### config.mk
export PLATFORM = sky130hd
export DESIGN_NAME = toa_fine_encoder_pipe
export DESIGN_NICKNAME = d
export VERILOG_FILES = /design/src/rtl/toa_fine_encoder_pkg.sv /design/src/rtl/toa_window_decode.sv /design/src/rtl/toa_fine_encoder_pipe.sv
export SDC_FILE = /design/constraint.sdc
export NUM_CORES = 1
export LEC_CHECK = 0
export BUFFER_PORTS_ARGS = -buffer_cell sky130_fd_sc_hd__clkbuf_2
export CORE_MARGIN = 2
export CORE_UTILIZATION = 40
export CTS_CLUSTER_DIAMETER = 120
export DETAILED_ROUTE_END_ITERATION = 7
export SLEW_MARGIN = 15
export SYNTH_ARGS = -nofsm -noshare
export SYNTH_HDL_FRONTEND = slang
export SYNTH_SLANG_ARGS = --single-unit
### constraint.sdc
create_clock -name clk -period 6.8 [get_ports clk]
set_clock_uncertainty 0.15 [all_clocks]
set_input_delay 1.7 -clock clk [delete_from_list [all_inputs] [get_ports clk]]
set_output_delay 1.7 -clock clk [all_outputs]
set_load 0.1 [all_outputs]
### src/rtl/toa_fine_encoder_pkg.sv
// Shared definitions for the TOA fine encoder.
//   GROUP_W_DEF / NGROUPS_DEF : default coarse-group geometry
//   calc_out_w()              : output code width for an N-bit delay line
//   ERR_CODE                  : all-ones error code (sliced to OUT_W by users)
//   win_sel_e                 : which window family the decoder selected
package toa_fine_encoder_pkg;

  localparam int GROUP_W_DEF = 8;
  localparam int NGROUPS_DEF = 8;

  localparam logic [31:0] ERR_CODE = '1;

  typedef enum logic [1:0] {
    SEL_NONE = 2'd0,
    SEL_A    = 2'd1,
    SEL_B    = 2'd2
  } win_sel_e;

  function automatic int calc_out_w(input int n);
    return $clog2(n + 1);
  endfunction

endpackage

### src/rtl/toa_window_decode.sv
// Combinational fine decode of one GROUP_W-bit window.
//   i_win    : selected window bits, LSB first
//   i_level  : minimum accepted run length (0 acts as 1, 4..7 act as 3)
//   o_idx    : position of the lowest set bit
//   o_bubble : a set bit exists above the first zero that ends the run
//   o_short  : run length starting at o_idx is below the effective level
module toa_window_decode #(
  parameter int GROUP_W = 8
) (
  input  logic [GROUP_W-1:0]         i_win,
  input  logic [2:0]                 i_level,
  output logic [$clog2(GROUP_W)-1:0] o_idx,
  output logic                       o_bubble,
  output logic                       o_short
);

  localparam int IDX_W = $clog2(GROUP_W);
  localparam int RUN_W = $clog2(GROUP_W + 1);

  logic [IDX_W-1:0] w_idx;
  logic [RUN_W-1:0] w_run;
  logic [RUN_W-1:0] w_min;
  logic             w_in_run;
  logic             w_bubble;

  // Scan downward so the lowest set bit is the last one written.
  always_comb begin
    w_idx = '0;
    for (int i = GROUP_W - 1; i >= 0; i--) begin
      if (i_win[i]) w_idx = IDX_W'(i);
    end
  end

  // Count the run from w_idx; any one after the run has ended is a bubble.
  always_comb begin
    w_run    = '0;
    w_in_run = 1'b1;
    w_bubble = 1'b0;
    for (int i = 0; i < GROUP_W; i++) begin
      if (i >= int'(w_idx)) begin
        if (!i_win[i])     w_in_run = 1'b0;
        else if (w_in_run) w_run    = w_run + 1'b1;
        else               w_bubble = 1'b1;
      end
    end
  end

  always_comb begin
    if (i_level == 3'd0)     w_min = RUN_W'(1);
    else if (i_level > 3'd3) w_min = RUN_W'(3);
    else                     w_min = RUN_W'(i_level);
  end

  assign o_idx    = w_idx;
  assign o_bubble = w_bubble;
  assign o_short  = (w_run < w_min);

endmodule

### src/rtl/toa_fine_encoder_pipe.sv
// Three-stage thermometer-to-binary fine encoder for a tapped delay line.
//   clk, rstn     : clock, asynchronous active-low reset
//   valid_in      : encode_in / level valid this cycle
//   encode_in     : raw delay-line code, N = GROUP_W*NGROUPS-1 bits
//   level         : minimum accepted run length
//   cnt_clr       : synchronous clear of the event counters
//   valid_out     : binary_out and flags carry a new result
//   binary_out    : fine code (base+idx) mod N, or all ones on error
//   bubble_err    : {window-B bubble, window-A bubble}
//   code_err      : no usable window, or run shorter than level
//   bubble_cnt_a/b, err_cnt : saturating event counters
module toa_fine_encoder_pipe
  import toa_fine_encoder_pkg::*;
#(
  parameter int GROUP_W = GROUP_W_DEF,
  parameter int NGROUPS = NGROUPS_DEF,
  parameter int OUT_W   = calc_out_w(GROUP_W * NGROUPS - 1),
  parameter int CNT_W   = 16
) (
  input  logic                         clk,
  input  logic                         rstn,
  input  logic                         valid_in,
  input  logic [GROUP_W*NGROUPS-2:0]   encode_in,
  input  logic [2:0]                   level,
  input  logic                         cnt_clr,
  output logic                         valid_out,
  output logic [OUT_W-1:0]             binary_out,
  output logic [1:0]                   bubble_err,
  output logic                         code_err,
  output logic [CNT_W-1:0]             bubble_cnt_a,
  output logic [CNT_W-1:0]             bubble_cnt_b,
  output logic [CNT_W-1:0]             err_cnt
);

  localparam int             N     = GROUP_W * NGROUPS - 1;
  localparam int             IDX_W = $clog2(GROUP_W);
  localparam logic [OUT_W:0] N_EXT = (OUT_W + 1)'(N);

  // Window B[k] starts half a group up. Only the last one wraps; there the
  // padding bit Din[N] is pulled out to the MSB so the remaining taps stay
  // contiguous around the ring of N real taps.
  function automatic logic [GROUP_W-1:0] win_b(input logic [N:0] d, input int k);
    logic [GROUP_W-1:0] w;
    int                 p;
    w = '0;
    for (int j = 0; j < GROUP_W; j++) begin
      p = k * GROUP_W + GROUP_W / 2 + j;
      if (p < N)      w[j]     = d[p];
      else if (p > N) w[j - 1] = d[p - N - 1];
    end
    if (k * GROUP_W + GROUP_W / 2 + GROUP_W - 1 >= N) w[GROUP_W - 1] = d[N];
    return w;
  endfunction

  function automatic logic [CNT_W-1:0] sat_inc(input logic [CNT_W-1:0] c);
    return (&c) ? c : c + 1'b1;
  endfunction

  logic [N:0]         w_din;
  logic [NGROUPS-1:0] w_ora;
  logic [NGROUPS-1:0] w_orb;

  logic               r_vld_p0;
  logic [N:0]         r_din_p0;
  logic [2:0]         r_lvl_p0;
  logic [NGROUPS-1:0] r_ora_p0;
  logic [NGROUPS-1:0] r_orb_p0;

  win_sel_e           w_sel;
  logic [GROUP_W-1:0] w_win;
  logic [OUT_W-1:0]   w_base;

  logic               r_vld_p1;
  win_sel_e           r_sel_p1;
  logic [GROUP_W-1:0] r_win_p1;
  logic [OUT_W-1:0]   r_base_p1;
  logic [2:0]         r_lvl_p1;

  logic [IDX_W-1:0]   w_idx;
  logic               w_dec_bub;
  logic               w_dec_short;
  logic               w_nowin;
  logic               w_bub;
  logic               w_cerr;
  logic [1:0]         w_bub_vec;
  logic [OUT_W:0]     w_sum;
  logic [OUT_W-1:0]   w_fine;
  logic [OUT_W-1:0]   w_bin;

  logic               r_vld_p2;
  logic [OUT_W-1:0]   r_bin_p2;
  logic [1:0]         r_bub_p2;
  logic               r_cerr_p2;
  logic [CNT_W-1:0]   r_cnt_a;
  logic [CNT_W-1:0]   r_cnt_b;
  logic [CNT_W-1:0]   r_cnt_e;

  assign w_din = {1'b0, encode_in};

  always_comb begin
    w_ora = '0;
    w_orb = '0;
    for (int k = 0; k < NGROUPS; k++) begin
      w_ora[k] = |w_din[k*GROUP_W +: GROUP_W];
      w_orb[k] = |win_b(w_din, k);
    end
  end

  // ---- Stage 1: padded code, level and group ORs ----
  always_ff @(posedge clk or negedge rstn) begin
    if (!rstn) begin
      r_vld_p0 <= 1'b0;
      r_din_p0 <= '0;
      r_lvl_p0 <= '0;
      r_ora_p0 <= '0;
      r_orb_p0 <= '0;
    end else begin
      r_vld_p0 <= valid_in;
      r_din_p0 <= w_din;
      r_lvl_p0 <= level;
      r_ora_p0 <= w_ora;
      r_orb_p0 <= w_orb;
    end
  end

  // A run that fits one A group is taken from A; one straddling two A groups
  // lands inside exactly one B window instead.
  always_comb begin
    w_sel  = SEL_NONE;
    w_win  = '0;
    w_base = '0;
    if ($onehot(r_ora_p0)) begin
      w_sel = SEL_A;
      for (int k = 0; k < NGROUPS; k++) begin
        if (r_ora_p0[k]) begin
          w_win  = r_din_p0[k*GROUP_W +: GROUP_W];
          w_base = OUT_W'(k * GROUP_W);
        end
      end
    end else if ($onehot(r_orb_p0)) begin
      w_sel = SEL_B;
      for (int k = 0; k < NGROUPS; k++) begin
        if (r_orb_p0[k]) begin
          w_win  = win_b(r_din_p0, k);
          w_base = OUT_W'(k * GROUP_W + GROUP_W / 2);
        end
      end
    end
  end

  // ---- Stage 2: selected window, its base and level ----
  always_ff @(posedge clk or negedge rstn) begin
    if (!rstn) begin
      r_vld_p1  <= 1'b0;
      r_sel_p1  <= SEL_NONE;
      r_win_p1  <= '0;
      r_base_p1 <= '0;
      r_lvl_p1  <= '0;
    end else begin
      r_vld_p1  <= r_vld_p0;
      r_sel_p1  <= w_sel;
      r_win_p1  <= w_win;
      r_base_p1 <= w_base;
      r_lvl_p1  <= r_lvl_p0;
    end
  end

  toa_window_decode #(
    .GROUP_W (GROUP_W)
  ) u_decode (
    .i_win    (r_win_p1),
    .i_level  (r_lvl_p1),
    .o_idx    (w_idx),
    .o_bubble (w_dec_bub),
    .o_short  (w_dec_short)
  );

  // A bubble takes priority over a short run so the two flags never coexist.
  assign w_nowin   = (r_sel_p1 == SEL_NONE);
  assign w_bub     = ~w_nowin & w_dec_bub;
  assign w_cerr    = w_nowin | (w_dec_short & ~w_dec_bub);
  assign w_bub_vec = {w_bub & (r_sel_p1 == SEL_B), w_bub & (r_sel_p1 == SEL_A)};
  assign w_sum     = {1'b0, r_base_p1} + (OUT_W + 1)'(w_idx);
  assign w_fine    = (w_sum >= N_EXT) ? OUT_W'(w_sum - N_EXT) : OUT_W'(w_sum);
  assign w_bin     = (w_bub | w_cerr) ? ERR_CODE[OUT_W-1:0] : w_fine;

  // ---- Stage 3: decoded result, held across valid gaps ----
  always_ff @(posedge clk or negedge rstn) begin
    if (!rstn) begin
      r_vld_p2  <= 1'b0;
      r_bin_p2  <= '0;
      r_bub_p2  <= '0;
      r_cerr_p2 <= 1'b0;
    end else begin
      r_vld_p2 <= r_vld_p1;
      if (r_vld_p1) begin
        r_bin_p2  <= w_bin;
        r_bub_p2  <= w_bub_vec;
        r_cerr_p2 <= w_cerr;
      end
    end
  end

  // Counters advance on the same edge that loads stage 3, so a count is
  // already visible in the cycle its sample appears on valid_out.
  always_ff @(posedge clk or negedge rstn) begin
    if (!rstn) begin
      r_cnt_a <= '0;
      r_cnt_b <= '0;
      r_cnt_e <= '0;
    end else if (cnt_clr) begin
      r_cnt_a <= '0;
      r_cnt_b <= '0;
      r_cnt_e <= '0;
    end else if (r_vld_p1) begin
      if (w_bub_vec[0]) r_cnt_a <= sat_inc(r_cnt_a);
      if (w_bub_vec[1]) r_cnt_b <= sat_inc(r_cnt_b);
      if (w_cerr)       r_cnt_e <= sat_inc(r_cnt_e);
    end
  end

  assign valid_out    = r_vld_p2;
  assign binary_out   = r_bin_p2;
  assign bubble_err   = r_bub_p2;
  assign code_err     = r_cerr_p2;
  assign bubble_cnt_a = r_cnt_a;
  assign bubble_cnt_b = r_cnt_b;
  assign err_cnt      = r_cnt_e;

endmodule

==> results of run 1 <==
-- kinds of logic (layout without fill, tap and decap cells) --
group / count (synthesis) / in the layout / synth area share, %
xor+xnor: 41 / 41 / 4.49
other cells: 1 / 1 / 0.0450
buf+inv: 78 / 226 / 3.94
compound gates: 201 / 201 / 16.6
simple gates: 307 / 307 / 18.8
fa+ha+maj: 32 / 32 / 5.53
flops: 159 / 159 / 47.8
mux: 22 / 22 / 2.85
-- Yosys cell counts, types with 14 or more instances --
| cell | count | area share (%) |
|---|---|---|
| a21oi_1 | 50 | 3.0 |
| ha_1 | 24 | 3.6 |
| a221oi_1 | 17 | 1.8 |
| o22ai_1 | 16 | 1.2 |
| clkbuf_1 | 25 | 1.1 |
| nand3_1 | 28 | 1.7 |
| xor2_1 | 18 | 1.9 |
| dfrtp_1 | 159 | 48 |
| nor3_1 | 26 | 1.6 |
| mux2i_1 | 14 | 1.7 |
| nor4_1 | 18 | 1.4 |
| nor2_1 | 71 | 3.2 |
| and3_1 | 18 | 1.4 |
| xnor2_1 | 21 | 2.2 |
| nand2_1 | 80 | 3.6 |
| o21ai_0 | 36 | 2.2 |
| inv_1 | 43 | 1.9 |
-- worst max-delay path, delay by kind of cell (launching register included) --
family | cells | cell delay [ns]
AND/OR/NAND/NOR | 6 | 0.95
multiplexers | 4 | 1.13
adder cells (fa/ha/maj) | 7 | 1.98
AO/OA/AOI/OAI | 8 | 1.48
flip-flops | 1 | 0.44
buffers and inverters | 2 | 0.30
-- state kept, by name (all words and copies together) (netlist names), 2 cells and up --
| signal | flops |
|---|---|
| r_ora_p0 | 8 |
| r_base_p1 | 4 |
| r_win_p1 | 8 |
| bubble_err | 2 |
| r_din_p0 | 63 |
| r_sel_p1 | 2 |
| binary_out | 6 |
| r_lvl_p0 | 3 |
| bubble_cnt_a | 16 |
| bubble_cnt_b | 16 |
| r_orb_p0 | 8 |
| r_lvl_p1 | 3 |
| err_cnt | 16 |
-- per-layer routing --
layer	vias to the layer above	GRT usage, %	wire (µm)
li1	3328	-	-
met1	3337	28.1	9740
met5	-	0	0
met4	0	6.52	327
met3	26	3.10	1130
met2	204	32.1	10400
-- area by class of cell --
cell class	instances	area, µm²	share of cell area (%)
inverter	44	165	1.66
sequential	159	3980	40.0
multi-input combinational	604	4060	40.9
tap	270	338	3.40
timing repair buffer	150	816	8.20
clock buffer	18	429	4.32
clock inverter	14	151	1.52
-- metrics by stage --
stage / std cells / hold WS, ns / setup WS (ns)
floorplan: 841 / 0.181 / 0.269
detailed placement: 1219 / 0.185 / 0.00890
CTS: 1252 / 0.206 / 0.0287
global placement: 1219 / 0.185 / 0.205
global route: 1259 / 0.210 / -0.0496
finish: 1259 / 0.208 / 0.308
-- report_power, final --
part	switching (W)	internal, W	leakage, nW
Combinational	0.0000620	0.0000315	2.23
Clock	0.000424	0.000518	0.276
Sequential	0.0000202	0.000969	1.93
Total	0.000507	0.00152	4.44
-- worst max-delay path by stage --
stage                            from           to  slack [ns]  depth (start not counted)
after floorplan           r_win_p1[5]  err_cnt[15]        0.27                         28
after global placement    r_win_p1[6]  err_cnt[13]        0.21                         28
after detailed placement  r_win_p1[6]   err_cnt[3]       0.009                         28
after CTS                 r_win_p1[6]   err_cnt[4]        0.03                         28
after global routing      r_win_p1[7]   err_cnt[4]       -0.05                         28
final                     r_win_p1[6]   err_cnt[4]        0.31                         27
-- timing repair --
action	in CTS	in global routing
setup endpoints to repair	1	23
buffers inserted	1	6
pin swaps	0	5
gates resized for setup	0	14
cloned	0	1
==> reports/metrics.yaml, run 1 <==
fin_crit_ns: 6.49
synthArstFlopShare_pct: 100
die_w_um: 148
min_path_type: "flop to flop"
critPathMostFrequentCell: "ha_1"
ff2ff_setup_slack_ns: 0.31
cp.required_ns: 6.99
rr_worst_depth: 27
drv_slew: 0
drt_first_pass_iters: 5
drive_gt1_share_pct: 22.0
fp-row-count: 52
cts_hold_buf: 0
mostFrequentLayoutCell: "dfrtp_1"
hold_end: "r_vld_p1"
endpoint_kind: "flop"
min-delay-start: "r_vld_p0"
vias: 6895
cp_slowest_cell: "or4_1"
tns_ns: 0
synth_nets: 943
cp_max_fo: 11
slowest_delay_ns: 0.50
fillers: 1934
powerDensity_mw_per_mm2: 204
grt_pass1_vias: 6714
route.detailed.drc: 0
antenna_found_initial: 0
clk_path_buf_depth: 2
p_leak_nw: 4.44
grt_max_degree: 108
finalInstanceArea_mm2: 0.00994
post-route-period-util_pct: 95.5
p_total_w: 0.00202
grt_pass1_wl_mm: 35.0
synth-warning-count: 0
max_slew_margin_pct: 28.0
min_delay_path_depth: 0
die_y_um: 148
synth_area_per_cell_um2: 9.90
drt_iter0_markers: 503
start_kind: "flop"
clock-sinks: 159
tritoncts: "built"
insertedDiodeCount: 0
cts.htree.levels: 4
setup_viol: 0
initial_core_util_pct: 40.9
synth_cell_type_count: 80
status: "finished, final reports clean"
utilization_pct: 48.8
dp_hpwl_mm: 15.8
hold_viol: 0
area_growth_pct: 19.4
r2r_end: "err_cnt[4]"
synth_ff_type: "dfrtp_1"
cts_buffers: 17
layout.nets: 1078
core_area_mm2: 0.0204
layout_common_cells: "dfrtp_1, clkbuf_2, nand2_1"
routedWlPerCell_um: 17.1
ant_nets: 0
max-cap-violations: 0
via_per_inst: 5.48
synth_edf_count: 0
synth_seq_cells: 159
grt.total_usage_pct: 20.1
post_dp_cell_area_mm2: 0.00926
die_area_mm2: 0.0220
insertion_delay_ns: 0.43
tightest_slew_ns: 1.08
ir_drop_v: 0.000163
io_pins: 128
syn-instance-count: 841
grt_overflow: 0
critPathKind: "flop to flop"
port_buffers: 127
crit_arrival_ns: 6.68
yosysSeqAreaShare_pct: 47.8
path_clk_slew_ns: 0.07
routed_wl_mm: 21.6
regToRegStartpoint: "r_win_p1[6]"
place_congestion: 0.889
syn_area_mm2: 0.00833
max_freq_mhz: 154
cts-root-buf: "clkbuf_16"
No activity file was read; power rests on OpenSTA's default activity.
==> run 2, diff against run 1 <==
--- a/config.mk
+++ b/config.mk
@@ -7,9 +7,10 @@
 export LEC_CHECK = 0
 export BUFFER_PORTS_ARGS = -buffer_cell sky130_fd_sc_hd__clkbuf_2
 export CORE_MARGIN = 2
-export CORE_UTILIZATION = 40
+export CORE_UTILIZATION = 45
 export CTS_CLUSTER_DIAMETER = 120
 export DETAILED_ROUTE_END_ITERATION = 7
+export PLACE_DENSITY = 0.68
 export SLEW_MARGIN = 15
 export SYNTH_ARGS = -nofsm -noshare
 export SYNTH_HDL_FRONTEND = slang
==> run 2 against run 1 <==
Against the previous run:
- the flow now finishes with violations (design-rule violations)
- sequential share of layout area increased by 0.081 points
- final area decreased by 0.20%
- utilization increased by 6.0 points
- sequential cell count unchanged
- first-iteration DRC count increased by 8.0%
- critical endpoint is now binary_out[1]
- clock power increased by 0.8%
- total power increased by 0.35%
- setup slack improved by 0.00068 ns
- die area decreased by 11%
- critical path depth increased by 1
==> reports/metrics.yaml, run 2 (same netlist as run 1, synthesis figures left out) <==
die_area_mm2: 0.0196  # -11%
cp.required_ns: 6.94  # -0.05 ns
met1_usage_pct: 29.6  # +1.5 points
dp_hpwl_mm: 15.5  # -1.7%
tritoncts: "built"
min_delay_path_depth: 0  # unchanged
p_total_w: 0.00203  # +0.35%
max_slew_margin_pct: 27.6  # -0.37 points
cp_slowest_cell: "dfrtp_2"
hold_viol: 0  # unchanged
place_congestion: 0.908  # +2.1%
regToRegStartpoint: "r_win_p1[7]"
insertion_delay_ns: 0.43  # about the same
min_path_type: "flop to flop"
clk_path_buf_depth: 2  # unchanged
critPathMostFrequentCell: "ha_1"
antenna_found_initial: 0  # unchanged
clock-sinks: 159  # unchanged
min-delay-start: "r_lvl_p0[0]"
io_pins: 128  # unchanged
rr_worst_depth: 28  # +3.7%
fin_cells: 1219  # -3.2%
cp_max_fo: 7  # -4
top_register: "r_din_p0"
drt_iter0_markers: 543  # +8.0%
tightest_slew_ns: 1.09  # +0.00552 ns
post_dp_cell_area_mm2: 0.00924  # -0.23%
finalInstanceArea_mm2: 0.00992  # -0.20%
mostFrequentLayoutCell: "dfrtp_1"
core_area_mm2: 0.0181  # -11%
insertedDiodeCount: 0  # unchanged
setup_viol: 0  # unchanged
ir_drop_v: 0.000178  # +9.0%
drive_gt1_share_pct: 22.2  # +0.18 points
fin_crit_ns: 6.49  # -0.000678 ns
grt.total_usage_pct: 21.8  # +1.7 points
violations: "design-rule violations"
die_w_um: 140  # -5.6%
powerDensity_mw_per_mm2: 205  # +0.55%
layout.nets: 1079  # +0.093%
cts.htree.levels: 4  # unchanged
largest_register_ff_count: 63  # unchanged
slowest_delay_ns: 0.45  # -0.05 ns
grt_util_met2_pct: 35.9  # +3.9 points
path_clk_slew_ns: 0.06  # about the same
layout_common_cells: "dfrtp_1, clkbuf_2, nand2_1"
routed_wl_mm: 21.1  # -2.4%
grt_pass1_vias: 6757  # +0.64%
port_buffers: 127  # unchanged
grt_use_met3_pct: 3.52  # +0.42 points
die_y_um: 140  # -5.6%
rsz0062_at_grt: "false"
route.detailed.drc: 2  # +2
crit_arrival_ns: 6.63  # -0.05 ns
endpoint_kind: "flop"
drv_slew: 0  # unchanged
fp-row-count: 49  # -5.8%
max-cap-violations: 0  # unchanged
start_kind: "flop"
p_leak_nw: 4.44  # about the same
via_per_inst: 5.76  # +5.2%
routedWlPerCell_um: 17.3  # +0.78%
grt_pass1_wl_mm: 34.3  # -2.1%
cts-root-buf: "clkbuf_16"
status: "complete, but fails checks"
fillers: 1609  # -17%
r2r_end: "binary_out[1]"
drt_first_pass_iters: 7  # +2
ant_nets: 0  # unchanged
vias: 7024  # +1.9%
post-route-period-util_pct: 95.5  # about the same
max_freq_mhz: 154  # about the same
ff2ff_setup_slack_ns: 0.31  # about the same
grt_overflow: 0  # unchanged
area_growth_pct: 19.1
grt_busiest_layer: "met2"
initial_core_util_pct: 46.1  # +5.2 points
cts_buffers: 17  # unchanged
holdWs_ns: 0.204  # -0.00393 ns
hold_end: "r_lvl_p1[0]"
critPathKind: "flop to flop"
grt_max_degree: 69  # -36%
tns_ns: 0  # unchanged
placed_cells: 1182  # -3.0%
## run 2: report_power, final
part / leakage [nW] / total [W] / switching, W / internal, W
registers: 1.93 / 0.000988 / 0.0000197 / 0.000969
clock network: 0.276 / 0.000950 / 0.000431 / 0.000519
logic: 2.23 / 0.0000935 / 0.0000615 / 0.0000320
total: 4.44 / 0.00203 / 0.000512 / 0.00152
## run 2: layout make-up
class | instances | area [µm²] | share of cell area (%)
Timing Repair Buffer | 151 | 835 | 8.41
Multi-Input combinational cell | 604 | 4080 | 41.1
Sequential cell | 159 | 3980 | 40.1
Tap cell | 229 | 287 | 2.89
Clock buffer | 19 | 433 | 4.36
Clock inverter | 13 | 145 | 1.46
Inverter | 44 | 165 | 1.66
## run 2: timing repair
item,in CTS,in global routing
pin swaps,1,4
hold buffers,0,0
resized for setup,1,16
setup buffers,1,4
setup endpoints to repair,11,23
## run 2: metal layers
layer,part of all wire [%],wire length [µm]
met1,45,9460
met2,48,10100
met3,5.1,1080
met4,1.9,403
met5,0,0
## run 2: worst max-delay path by stage
stage               depth (start not counted)  slack, ns            end         from
CTS                                        28       0.03     err_cnt[4]  r_win_p1[7]
detailed placement                         27      -0.14    err_cnt[12]  r_win_p1[6]
finish                                     28       0.31  binary_out[1]  r_win_p1[7]
global route                               29      0.006    err_cnt[14]  r_win_p1[7]
floorplan                                  28       0.27    err_cnt[15]  r_win_p1[5]
global placement                           27       0.14    err_cnt[12]  r_win_p1[6]
## run 2: through the flow
step	utilization, %	worst slack [ns]
after detailed placement	51.1	-0.144
after global routing	54.9	0.00622
after CTS	54.4	0.0302
after global placement	51.1	0.139
final	54.9	0.309
after floorplan	-	0.269
## run 2: critical path, delay by kind of cell (launching register included)
kind / cells / cell delay, ns
AO/OA/AOI/OAI: 10 / 1.64
AND/OR/NAND/NOR: 5 / 0.86
adder cells (fa/ha/maj): 7 / 1.98
buffers and inverters: 2 / 0.29
XOR/XNOR: 1 / 0.13
flip-flops: 1 / 0.45
multiplexers: 3 / 0.85
==> run 3, diff against run 2 <==
--- a/config.mk
+++ b/config.mk
@@ -6,10 +6,12 @@
 export NUM_CORES = 1
 export LEC_CHECK = 0
 export BUFFER_PORTS_ARGS = -buffer_cell sky130_fd_sc_hd__clkbuf_2
+export CORE_ASPECT_RATIO = 1.25
 export CORE_MARGIN = 2
 export CORE_UTILIZATION = 45
 export CTS_CLUSTER_DIAMETER = 120
 export DETAILED_ROUTE_END_ITERATION = 7
+export MAX_ROUTING_LAYER = met4
 export PLACE_DENSITY = 0.68
 export SLEW_MARGIN = 15
 export SYNTH_ARGS = -nofsm -noshare
==> run 3 against run 2 <==
Against the previous run:
- the run now ends clean
- register-to-register slack better by 0.02 ns
- global-route usage grew 0.84 points
- sequential cell count unchanged
==> reports/metrics.yaml, run 3 (same netlist as run 1, synthesis figures left out) <==
setup_slack_ns: 0.327  # +0.0186 ns
clock-sinks: 159  # unchanged
grt_max_degree: 74  # +7.2%
cp_slowest_cell: "or4_1"
hold_viol: 0  # unchanged
fin_cells: 1217  # -0.16%
routedWlPerCell_um: 17.4  # +0.94%
ant_nets: 0  # unchanged
place_ws_ns: 0.0174  # +0.162 ns
grt_pass1_vias: 6897  # +2.1%
vias: 6973  # -0.73%
ir_drop_v: 0.000175  # -1.4%
antenna_found_initial: 0  # unchanged
top_register: "r_din_p0"
cts-root-buf: "clkbuf_16"
grt_pass1_wl_mm: 34.5  # +0.58%
cts.htree.levels: 4  # unchanged
max_slew_margin_pct: 30.6  # +3.0 points
setup_viol: 0  # unchanged
die_area_mm2: 0.0196  # about the same
drt_iter0_markers: 409  # -25%
min_path_type: "flop to flop"
layout.nets: 1078  # -0.093%
placed_cells: 1178  # -0.34%
critPathMostFrequentCell: "ha_1"
cp.required_ns: 6.97  # +0.03 ns
route.detailed.drc: 0  # -2
max_freq_mhz: 154  # +0.29%
insertedDiodeCount: 0  # unchanged
critPathKind: "flop to flop"
switching_share_pct: 25.4  # +0.18 points
post-route-period-util_pct: 95.2  # -0.27 points
clk_path_buf_depth: 2  # unchanged
holdWs_ns: 0.204  # +0.000520 ns
pwr-share-comb_pct: 4.7  # about the same
p_seq_share_pct: 49.6  # +1.0 points
die_w_um: 126  # -10%
slowest_delay_ns: 0.46  # about the same
intPower_w: 0.00149  # -2.1%
tightest_slew_ns: 1.03  # -0.0541 ns
routed_wl_mm: 21.2  # +0.78%
fin_crit_ns: 6.47  # -0.0186 ns
p_leak_nw: 4.45  # +0.11%
start_kind: "flop"
cp_max_fo: 11  # +4
drive_gt1_share_pct: 22.2  # +0.022 points
io_pins: 128  # unchanged
mostFrequentLayoutCell: "dfrtp_1"
grt.total_usage_pct: 22.6  # +0.84 points
place_congestion: 0.985  # +8.5%
drt_first_pass_iters: 5  # -2
crit_arrival_ns: 6.64  # about the same
tritoncts: "built"
crit_family: "adder cells"
initial_core_util_pct: 46.0  # about the same
p_sw_w: 0.000506  # -1.2%
grt_overflow: 0  # unchanged
cp.buffers_inverters: 3  # +1
pwr-share-clk_pct: 45.8  # -1.0 points
endpoint_kind: "flop"
largest_register_ff_count: 63  # unchanged
cts_buffers: 17  # unchanged
core_area_mm2: 0.0181  # about the same
die_y_um: 156  # +11%
max-cap-violations: 0  # unchanged
powerDensity_mw_per_mm2: 202  # -1.5%
area_growth_pct: 18.7
via_per_inst: 5.73  # -0.56%
layout_common_cells: "dfrtp_1, clkbuf_2, nand2_1"
fp-row-count: 55  # +12%
status: "finished, final reports clean"
cts_hold_buf: 0  # unchanged
path_clk_slew_ns: 0.07  # about the same
drv_slew: 0  # unchanged
insertion_delay_ns: 0.42  # about the same
dp_hpwl_mm: 15.9  # +2.5%
port_buffers: 127  # unchanged
run 3: routing by layer:
metal / vias up / part of all wire, % / track usage (%)
met5: - / 0 / -
met2: 206 / 52 / 38.7
met4: 0 / 3.5 / 10.7
met3: 44 / 3.8 / 3.77
met1: 3386 / 40 / 26.0
li1: 3337 / - / -
run 3: final cells by class:
class	count	area (µm²)
timing repair buffer	150	816
clock inverter	15	144
sequential	159	3980
inverter	44	165
clock buffer	17	425
fill	1659	8210
multi-input combinational	604	4070
tap	228	285
run 3: per-stage QoR:
step           instance area, µm²  total power [W]  utilization [%]  setup TNS, ns
3_5_place_dp                 9210          0.00110             50.9              0
4_1_cts                      9790          0.00201             54.1              0
5_1_grt                      9890          0.00207             54.6        -0.0602
2_1_floorplan                8330          0.00104                -              0
3_3_place_gp                 9210          0.00110             50.9              0
6_report                     9890          0.00199             54.6              0
run 3: worst reg2reg max path: cells and delay by family (launching register included):
family	cells	cell delay (ns)
AO/OA/AOI/OAI	10	1.57
XOR/XNOR	1	0.12
adder cells (fa/ha/maj)	7	1.90
buffers and inverters	3	0.43
flip-flops	1	0.45
multiplexers	3	0.85
AND/OR/NAND/NOR	5	0.87
run 3: what timing repair did:
item | 4_1_cts | 5_1_grt
endpoints found under the setup margin | 1 | 22
gates resized for setup | 0 | 15
pin swaps | 0 | 5
setup buffers | 1 | 5
cloned | 0 | 1
run 3: path summary, 6_finish.rpt:
path	startpoint	end	slack, ns	cells after the start
worst max-delay path	r_win_p1[7]	err_cnt[11]	0.33	29
worst min-delay path	r_vld_p0	r_vld_p1	0.20	0
worst max register to register	r_win_p1[7]	err_cnt[11]	0.33	29
worst min register to register	r_vld_p0	r_vld_p1	0.20	0
max in group asynchronous	rstn	r_win_p1[4]	4.06	2
min in group asynchronous	rstn	r_lvl_p0[2]	1.09	1
run 3: power by group through the flow:
stage	clock network [W]	registers, W	logic [W]
2_1_floorplan	0	0.00100	0.0000322
3_3_place_gp	0	0.00101	0.0000934
3_5_place_dp	0	0.00101	0.0000946
4_1_cts	0.000932	0.000987	0.0000950
5_1_grt	0.000970	0.000989	0.000107
6_report	0.000912	0.000988	0.0000933
